[src/rtl/rr_arbiter4_pkg.sv]
// Shared types and constants for the four-way round-robin arbiter.
// Holds the state encoding and the one-hot decode helper used by the grant decoder.
package rr_arbiter4_pkg;

  localparam int NREQ  = 4;
  localparam int IDX_W = 2;

  typedef enum logic {
    ST_IDLE  = 1'b0,
    ST_GRANT = 1'b1
  } state_e;

  function automatic logic [NREQ-1:0] decode2to4(input logic [IDX_W-1:0] idx);
    decode2to4 = NREQ'(1) << idx;
  endfunction

endpackage

[src/rtl/rr_arbiter4_if.sv]
// Request/grant bundle between the four clients and the arbiter.
// Optional lock input present when RR_ARB_LOCK_EN is defined.
interface rr_arbiter4_if;
  import rr_arbiter4_pkg::*;

  logic [NREQ-1:0]  req;
  logic [NREQ-1:0]  gnt;
  logic [IDX_W-1:0] gnt_idx;
  logic             gnt_valid;
  logic             preempt;
`ifdef RR_ARB_LOCK_EN
  logic             lock;

  modport master (output req, output lock,
                  input gnt, input gnt_idx, input gnt_valid, input preempt);
  modport slave  (input req, input lock,
                  output gnt, output gnt_idx, output gnt_valid, output preempt);
`else
  modport master (output req,
                  input gnt, input gnt_idx, input gnt_valid, input preempt);
  modport slave  (input req,
                  output gnt, output gnt_idx, output gnt_valid, output preempt);
`endif

endinterface

[src/rtl/rr_arbiter4_decoder2to4.sv]
// Registered-index to one-hot grant decoder; purely combinational, zero when disabled.
module rr_arbiter4_decoder2to4
  import rr_arbiter4_pkg::*;
(
  input  logic             i_en,
  input  logic [IDX_W-1:0] i_idx,
  output logic [NREQ-1:0]  o_onehot
);

  assign o_onehot = i_en ? decode2to4(i_idx) : '0;

endmodule

[src/rtl/rr_arbiter4.sv]
// Four-requester round-robin arbiter, 1-cycle req-to-grant, grant held until release or hold timeout.
// Define RR_ARB_LOCK_EN to add a lock input that suppresses the timeout while granted.
module rr_arbiter4
  import rr_arbiter4_pkg::*;
#(
  parameter int MAX_HOLD = 8,
  parameter int CNT_W    = 8
) (
  input  logic         clk,
  input  logic         rst,
  rr_arbiter4_if.slave arb
);

  localparam logic [CNT_W-1:0] HOLD_LIM = (MAX_HOLD == 0) ? '0 : CNT_W'(MAX_HOLD - 1);
  localparam logic [CNT_W-1:0] HOLD_SAT = {CNT_W{1'b1}};

  state_e           r_state, w_state_n;
  logic [IDX_W-1:0] r_idx,   w_idx_n;
  logic [IDX_W-1:0] r_ptr,   w_ptr_n;
  logic [CNT_W-1:0] r_hold,  w_hold_n;
  logic             r_preempt, w_preempt_n;

  logic [IDX_W-1:0] w_win;
  logic             w_any_req;
  logic             w_owner_req;
  logic             w_others;
  logic             w_lock;
  logic             w_timeout;
  logic [NREQ-1:0]  w_gnt;

  // First requester at or after p, wrapping with natural 2-bit overflow.
  function automatic logic [IDX_W-1:0] rr_pick(input logic [NREQ-1:0] r,
                                                input logic [IDX_W-1:0] p);
    logic [IDX_W-1:0] c;
    rr_pick = p;
    for (int k = NREQ - 1; k >= 0; k--) begin
      c = p + IDX_W'(k);
      if (r[c]) rr_pick = c;
    end
  endfunction

`ifdef RR_ARB_LOCK_EN
  assign w_lock = arb.lock;
`else
  assign w_lock = 1'b0;
`endif

  // ptr always equals owner+1 while granted, so one search serves release and timeout.
  assign w_win       = rr_pick(arb.req, r_ptr);
  assign w_any_req   = |arb.req;
  assign w_owner_req = arb.req[r_idx];
  assign w_others    = |(arb.req & ~decode2to4(r_idx));
  assign w_timeout   = (MAX_HOLD != 0) && (r_hold >= HOLD_LIM) && !w_lock;

  always_comb begin
    w_state_n   = r_state;
    w_idx_n     = r_idx;
    w_ptr_n     = r_ptr;
    w_hold_n    = r_hold;
    w_preempt_n = 1'b0;
    case (r_state)
      ST_IDLE: begin
        w_hold_n = '0;
        if (w_any_req) begin
          w_state_n = ST_GRANT;
          w_idx_n   = w_win;
          w_ptr_n   = w_win + IDX_W'(1);
        end
      end
      ST_GRANT: begin
        if (w_owner_req) begin
          if (w_timeout && w_others) begin
            w_idx_n     = w_win;
            w_ptr_n     = w_win + IDX_W'(1);
            w_hold_n    = '0;
            w_preempt_n = 1'b1;
          end else if (r_hold != HOLD_SAT) begin
            w_hold_n = r_hold + CNT_W'(1);
          end
        end else begin
          w_hold_n = '0;
          if (w_any_req) begin
            w_idx_n = w_win;
            w_ptr_n = w_win + IDX_W'(1);
          end else begin
            w_state_n = ST_IDLE;
          end
        end
      end
      default: w_state_n = ST_IDLE;
    endcase
  end

  always_ff @(posedge clk or posedge rst) begin
    if (rst) begin
      r_state   <= ST_IDLE;
      r_idx     <= '0;
      r_ptr     <= '0;
      r_hold    <= '0;
      r_preempt <= 1'b0;
    end else begin
      r_state   <= w_state_n;
      r_idx     <= w_idx_n;
      r_ptr     <= w_ptr_n;
      r_hold    <= w_hold_n;
      r_preempt <= w_preempt_n;
    end
  end

  rr_arbiter4_decoder2to4 u_dec (
    .i_en     (r_state == ST_GRANT),
    .i_idx    (r_idx),
    .o_onehot (w_gnt)
  );

  assign arb.gnt       = w_gnt;
  assign arb.gnt_idx   = r_idx;
  assign arb.gnt_valid = (r_state == ST_GRANT);
  assign arb.preempt   = r_preempt;

endmodule

[src/flat_wrapper.sv]
// flat-port wrapper written by rule: the top's interface ports become plain ports
module rr_arbiter4_flat import rr_arbiter4_pkg::*;
#(
  parameter int MAX_HOLD = 8,
  parameter int CNT_W    = 8
)
  (clk, rst, arb_req, arb_gnt, arb_gnt_idx, arb_gnt_valid, arb_preempt);
  rr_arbiter4_if arb_i ();
  input  logic clk;
  input  logic rst;
  input wire logic [$bits(arb_i.req)-1:0] arb_req;
  output wire logic [$bits(arb_i.gnt)-1:0] arb_gnt;
  output wire logic [$bits(arb_i.gnt_idx)-1:0] arb_gnt_idx;
  output wire logic [$bits(arb_i.gnt_valid)-1:0] arb_gnt_valid;
  output wire logic [$bits(arb_i.preempt)-1:0] arb_preempt;
  assign arb_i.req = arb_req;
  assign arb_gnt = arb_i.gnt;
  assign arb_gnt_idx = arb_i.gnt_idx;
  assign arb_gnt_valid = arb_i.gnt_valid;
  assign arb_preempt = arb_i.preempt;
  rr_arbiter4 #(.MAX_HOLD(MAX_HOLD), .CNT_W(CNT_W)) u_core (.clk(clk), .rst(rst), .arb(arb_i));
endmodule
[config.mk]
export PLATFORM = sky130hd
export DESIGN_NAME = rr_arbiter4_flat
export DESIGN_NICKNAME = d
export VERILOG_FILES = /design/src/rtl/rr_arbiter4_pkg.sv /design/src/rtl/rr_arbiter4_if.sv /design/src/rtl/rr_arbiter4_decoder2to4.sv /design/src/rtl/rr_arbiter4.sv /design/src/flat_wrapper.sv
export SDC_FILE = /design/constraint.sdc
export NUM_CORES = 1
export LEC_CHECK = 0
export CAP_MARGIN = 20
export CORE_UTILIZATION = 46
export DETAILED_ROUTE_END_ITERATION = 6
export PLACE_DENSITY = 0.74
export SYNTH_ARGS = -nofsm -noshare
export SYNTH_HDL_FRONTEND = slang
export SYNTH_SLANG_ARGS = --single-unit
[constraint.sdc]
create_clock -name clk -period 2.06 [get_ports clk]
set_input_delay 0.206 -clock clk [delete_from_list [all_inputs] [get_ports clk]]
set_output_delay 0.206 -clock clk [all_outputs]
set_load 0.05 [all_outputs]
==> impl_metrics.json, run 1 <==
{
  "outcome": "complete, no violations",
  "path_delay_family": "simple AND/OR/NAND/NOR gates",
  "clkTransAtPathRegs_ps": 80,
  "num_vias": 696,
  "fillers": 127,
  "synth.distinct_cells": 35,
  "worstPathCellList": "or4_1 -> or3_1 -> a31o_1 -> and2_4 -> mux2_4",
  "grt_overflow": 0,
  "power_density_mw_per_mm2": 1271,
  "cpPeakStageDelay_ps": 500,
  "cts_root_buf": "clkbuf_4",
  "grt_pass1_wl_um": 2953,
  "tightest_slew_ps": 508.0,
  "rsz0062_at_grt": "false",
  "cts_inserted_buffers": 3,
  "worstSetupPathType": "flop to flop",
  "finalCritPeriodShare_pct": 97.77,
  "antenna_found_initial": 0,
  "critPathCaptureType": "flop",
  "worstSkewPairLatency_ps": 270,
  "die_x_um": 44.37,
  "firstDrtPassIters": 4,
  "h-tree-depth": 1,
  "reg2reg_from": "u_core.r_hold[7]",
  "cp.buffers_inverters": 0,
  "worst_clock_skew_ps": 2.192,
  "port_buffers": 13,
  "syn_nets": 92,
  "nNetsFinal": 112,
  "cts_sinks": 14,
  "setup_violations": 0,
  "wirelength_um": 1742,
  "avgSynthCellArea_um2": 9.715,
  "dpl.cell_count": 124,
  "start_util_pct": 51.81,
  "worstPathRequired_ps": 2230,
  "ff2ff_path_depth": 5,
  "period_needed_ps": 2014,
  "rows": 14,
  "chipHeight_um": 44.37,
  "n_antenna_cell": 0,
  "viasPerCell": 5.438,
  "holdWs_ps": 258.7,
  "maxCapViolCount": 0,
  "path_max_fanout": 4,
  "drive_gt1_share_pct": 19.23,
  "synth_cells": 85,
  "cts_tree": "done",
  "drc_errors": 0,
  "synth_area_um2": 825.8,
  "finalWeightedCongestion": 0.8243,
  "cts_buffer_depth": 2,
  "tns_ps": 0,
  "track_usage_pct": 20.86,
  "ys_seq_elements": 14,
  "worst_ep_arrival_time_ps": 2180,
  "critPathSlowestCell": "or4_1",
  "antenna_left": 0,
  "post-dp-hpwl_um": 1306,
  "top_level_ports": 14,
  "stdcell_count": 128,
  "finalMaxSlewViolations": 0,
  "yosysSeqAreaShare_pct": 42.42,
  "irDropWorstVdd_v": 0.0008905,
  "slew_headroom_pct": 65.69,
  "cp-start-kind": "flop",
  "grt_start_max_net_pins": 15,
  "yosysWarnings": 0,
  "fmax_mhz": 496.5,
  "coreArea_mm2": 0.001594,
  "crit_start": "u_core.r_hold[7]",
  "die-area_mm2": 0.001969,
  "drt_iter0_drc": 9,
  "areaGrowthSynthToFinish_pct": 26.21,
  "leakagePower_nw": 0.4874,
  "path_depth": 5,
  "hp-class": "primary input to asynchronous set/reset pin",
  "hold_violations": 0,
  "wire_per_inst_um": 13.61,
  "grt_pass1_vias": 645
}
[where the power goes]
part	total [W]	internal (W)	switching (W)
Clock	0.000158	0.0000750	0.0000834
Combinational	0.000727	0.000301	0.000426
Sequential	0.000440	0.000340	0.0000992
[cell families after synthesis]
family | synth area share [%]
xor gates and xnor gates | 5.303
and+or+nand+nor | 23.03
AOI/OAI and AO/OA | 13.03
buffers and inverters | 4.696
adders and majority gates | 1.515
muxes | 10.00
DFF | 42.42
[cell type report]
| class | instances | area (um2) | area share [%] |
|---|---|---|---|
| flip-flops and latches | 14 | 351.6 | 33.73 |
| clock buffers | 4 | 26.28 | 2.521 |
| multi-input cells | 63 | 444.2 | 42.62 |
| inverters | 4 | 15.01 | 1.441 |
| repair buffers | 19 | 175.2 | 16.81 |
| well taps | 24 | 30.03 | 2.881 |
[worst paths after layout]
check,end,slack (ps)
min,u_core.arb.gnt_idx[1],260
min reg2reg,u_core.r_hold[1],550
max,u_core.arb.gnt_idx[1],50
max reg2reg,u_core.arb.gnt_idx[1],50
max in group asynchronous,u_core.arb.gnt_idx[0],1430
min in group clk,u_core.r_hold[1],550
[through the flow]
step	setup WS [ps]	utilization (%)	instance area [um2]	power, W
after floorplan	-21.33	-	842.1	0.0009912
after global placement	23.82	63.42	1011	0.001153
after detailed placement	-6.384	63.42	1011	0.001171
after CTS	36.26	65.07	1037	0.001336
after global routing	1.016	65.38	1042	0.001402
final	46.00	65.38	1042	0.001325
[cell usage in the layout (no fill, tap or decap), types with 2 or more instances in the layout]
cell type,Yosys,routed
and2_1,2,2
mux2i_1,3,3
clkbuf_4,0,3
xor2_1,4,4
dlymetal6s2s_1,0,2
buf_4,0,8
a311oi_1,2,2
nor2_1,12,12
clkdlybuf4s50_1,0,9
mux2_4,2,2
dfrtp_1,14,13
nand2_1,5,5
nor3b_1,3,2
nor2b_1,2,2
nand3_1,3,3
nor3_1,2,2
o21ai_0,2,2
a21oi_1,4,4
inv_1,4,4
[per-layer routing]
layer	track usage, %	vias up	share of wire, %	routed length [um]
li1	-	345	-	-
met1	29.74	333	52	899
met5	0	-	0	0
met2	30.29	16	43	756
met4	6.061	0	1.2	21
met3	6.939	2	3.7	64
[registers in the layout, summed over array words and instances, names as in the netlist]
name / flops
u_core.arb.gnt_idx: 2
u_core.arb.gnt_valid: 1
u_core.arb.preempt: 1
u_core.r_hold: 8
u_core.r_ptr: 2
[worst register-to-register path, cell delays in order (launching register included)]
cell     delay, ps
dfrtp_1        390
or4_1          500
or3_1          350
a31o_1         210
and2_4         160
mux2_4         290
[synthesized netlist by cell type, drive strengths merged]
cell / count / share of area (%)
mux4: 1 / 2.7
nor2b: 2 / 1.5
or3: 1 / 0.76
a41oi: 1 / 1.1
o21ai: 2 / 1.2
nand4: 1 / 0.76
a31o: 1 / 1.1
clkbuf: 2 / 0.91
a32oi: 1 / 1.1
o41ai: 1 / 1.1
xnor2: 1 / 1.1
mux2: 2 / 3.6
and4: 1 / 1.2
buf: 2 / 2.0
dfrtp: 14 / 42
inv: 4 / 1.8
ha: 1 / 1.5
nand3: 3 / 1.8
nor2: 12 / 5.5
a311oi: 2 / 2.1
o22a: 1 / 1.1
or4: 2 / 2.0
nand2: 5 / 2.3
nor3b: 3 / 2.7
xor2: 4 / 4.2
and3: 1 / 0.76
a211oi: 1 / 0.91
a21oi: 4 / 2.4
nor3: 2 / 1.2
o221ai: 1 / 1.1
and2: 3 / 2.6
mux2i: 3 / 3.6
[repair_timing]
item,4_1_cts,5_1_grt
setup buffers,0,0
hold buffers,0,0
gates resized for setup,0,2
setup endpoints to repair,0,2
No activity file was read; power rests on OpenSTA's default activity.
==> inputs of run 2 (changes only) <==
--- a/config.mk
+++ b/config.mk
@@ -8,7 +8,7 @@
 export CAP_MARGIN = 20
 export CORE_UTILIZATION = 46
 export DETAILED_ROUTE_END_ITERATION = 6
-export PLACE_DENSITY = 0.74
+export PLACE_DENSITY = 0.75
 export SYNTH_ARGS = -nofsm -noshare
 export SYNTH_HDL_FRONTEND = slang
 export SYNTH_SLANG_ARGS = --single-unit
==> impl_metrics.json, run 2 (same netlist as run 1, synthesis figures left out) <==
{
  "h-tree-depth": 1,
  "ctsHoldBuffers": 0,
  "antenna_found_initial": 0,
  "post-dp-hpwl_um": 1239,
  "tightest_slew_ps": 547.1,
  "setup_violations": 0,
  "leakagePower_nw": 0.4852,
  "finalMaxSlewViolations": 0,
  "firstDrtPassIters": 4,
  "dpl_worst_slack_ps": 7.143,
  "grt_overflow": 0,
  "worst_ep_arrival_time_ps": 2180,
  "die-area_mm2": 0.001969,
  "drive_gt1_share_pct": 19.23,
  "finalWeightedCongestion": 0.8333,
  "critPathCaptureType": "flop",
  "final_area_mm2": 0.001050,
  "irDropWorstVdd_v": 0.0007596,
  "chipHeight_um": 44.37,
  "n_antenna_cell": 0,
  "grt_start_max_net_pins": 15,
  "viasPerCell": 5.547,
  "rows": 14,
  "areaGrowthSynthToFinish_pct": 27.12,
  "final_common_cell": "dfrtp_1",
  "finalCritPeriodShare_pct": 97.73,
  "worstSkewPairLatency_ps": 280,
  "worst_clock_skew_ps": 2.766,
  "total_power_w": 0.001341,
  "fillers": 136,
  "power_density_mw_per_mm2": 1278,
  "multi_input_area_um2": 444.2,
  "slew_headroom_pct": 63.05,
  "cts_root_buf": "clkbuf_4",
  "clkTransAtPathRegs_ps": 80,
  "reg2reg_to": "u_core.arb.gnt_idx[1]",
  "cts_buffer_depth": 2,
  "cp-start-kind": "flop",
  "grt_pass1_vias": 685,
  "rrSetupSlack_ps": 50,
  "hp-class": "primary input to asynchronous set/reset pin",
  "post-cts-setup-buffers": 0,
  "maxCapViolCount": 0,
  "holdWs_ps": 251.1,
  "reg2reg_from": "u_core.r_hold[7]",
  "port_buffers": 13,
  "wire_per_inst_um": 13.56,
  "die_x_um": 44.37,
  "ff2ff_path_depth": 5,
  "cts_tree": "done",
  "register_area_um2": 351.6,
  "hold_violations": 0,
  "coreArea_mm2": 0.001594,
  "worstPathRequired_ps": 2230,
  "largest_reg_flops": 8,
  "outcome": "complete, no violations",
  "rsz0062_at_grt": "false",
  "cts_inserted_buffers": 3,
  "wirelength_um": 1736,
  "regMostFlops": "u_core.r_hold",
  "grt_pass1_wl_um": 3111,
  "path_max_fanout": 4,
  "drc_errors": 0,
  "cts_sinks": 14,
  "track_usage_pct": 22.20,
  "final_cell_mix": "dfrtp_1, nor2_1, clkdlybuf4s50_1",
  "fmax_mhz": 496.7,
  "antenna_left": 0,
  "dpl_cell_area_mm2": 0.001013,
  "worstSetupPathType": "flop to flop",
  "num_vias": 710,
  "top_level_ports": 14,
  "nNetsFinal": 112,
  "period_needed_ps": 2013,
  "finalWorstSetupSlack_ps": 46.81,
  "start_util_pct": 51.81,
  "drt_iter0_drc": 9
}
==> run 2: cell count changes in the layout (fill, tap and decap cells not counted), sizes merged <==
cell / delta
dlygate4sd2: +2
dlymetal6s2s: -1
buf: -1
==> run 2: what timing repair did <==
item | in CTS | in global routing
gates cloned | 0 | 0
resized for setup | 2 | 1
endpoints found under the hold margin | 0 | 0
endpoints found under the setup margin | 2 | 1
==> run 2: area by class of cell <==
class	count	area share [%]
Multi-Input combinational cell	63	42.31
Sequential cell	14	33.49
Timing Repair Buffer	19	16.45
Clock buffer	4	3.456
Tap cell	24	2.861
Inverter	4	1.430
==> run 2: worst max-delay path, stage by stage, from the launching register on <==
cell and delay (ps):
dfrtp_1 390, or4_1 510, or3_1 350, a31o_1 200
and2_4 160, mux2_4 300
==> run 2: metal layers <==
layer  vias up  GRT usage (%)  wire [um]
met5         -              0          0
met4         0          5.455         11
met3         3          6.122         83
met2        21          35.00        803
met1       339          30.50        838
li1        347              -          -
==> run 2: through the flow <==
| step | TNS [ps] | utilization (%) | cells |
|---|---|---|---|
| finish | 0 | 65.86 | 128 |
| global route | 0 | 65.86 | 128 |
| CTS | 0 | 65.70 | 128 |
| detailed placement | 0 | 63.58 | 124 |
| global placement | 0 | 63.58 | 124 |
| floorplan | -57.40 | - | 85 |
==> run 2: worst max-delay path by stage <==
stage	from	endpoint	slack [ps]	depth (start not counted)
finish	u_core.r_hold[7]	u_core.arb.gnt_idx[1]	50	5
global route	u_core.r_hold[7]	u_core.arb.gnt_idx[1]	4	5
CTS	u_core.arb.gnt_idx[0]	arb_gnt[1]	9	3
detailed placement	arb_req[2]	u_core.arb.gnt_idx[1]	7	4
global placement	arb_req[1]	u_core.arb.gnt_idx[1]	30	4
floorplan	u_core.r_hold[3]	u_core.arb.gnt_idx[1]	-20	6
==> run 2: where the power goes <==
group / total [W] / internal (W) / switching [W]
combinational: 0.000710 / 0.000292 / 0.000418
sequential: 0.000437 / 0.000340 / 0.0000968
clock: 0.000195 / 0.000108 / 0.0000872
==> inputs of run 3 (changes only) <==
--- a/config.mk
+++ b/config.mk
@@ -9,6 +9,7 @@
 export CORE_UTILIZATION = 46
 export DETAILED_ROUTE_END_ITERATION = 6
 export PLACE_DENSITY = 0.75
+export SLEW_MARGIN = 15
 export SYNTH_ARGS = -nofsm -noshare
 export SYNTH_HDL_FRONTEND = slang
 export SYNTH_SLANG_ARGS = --single-unit
==> results of run 3 <==
Same layout as run 2: the final DEF is identical, and so are final timing and power.
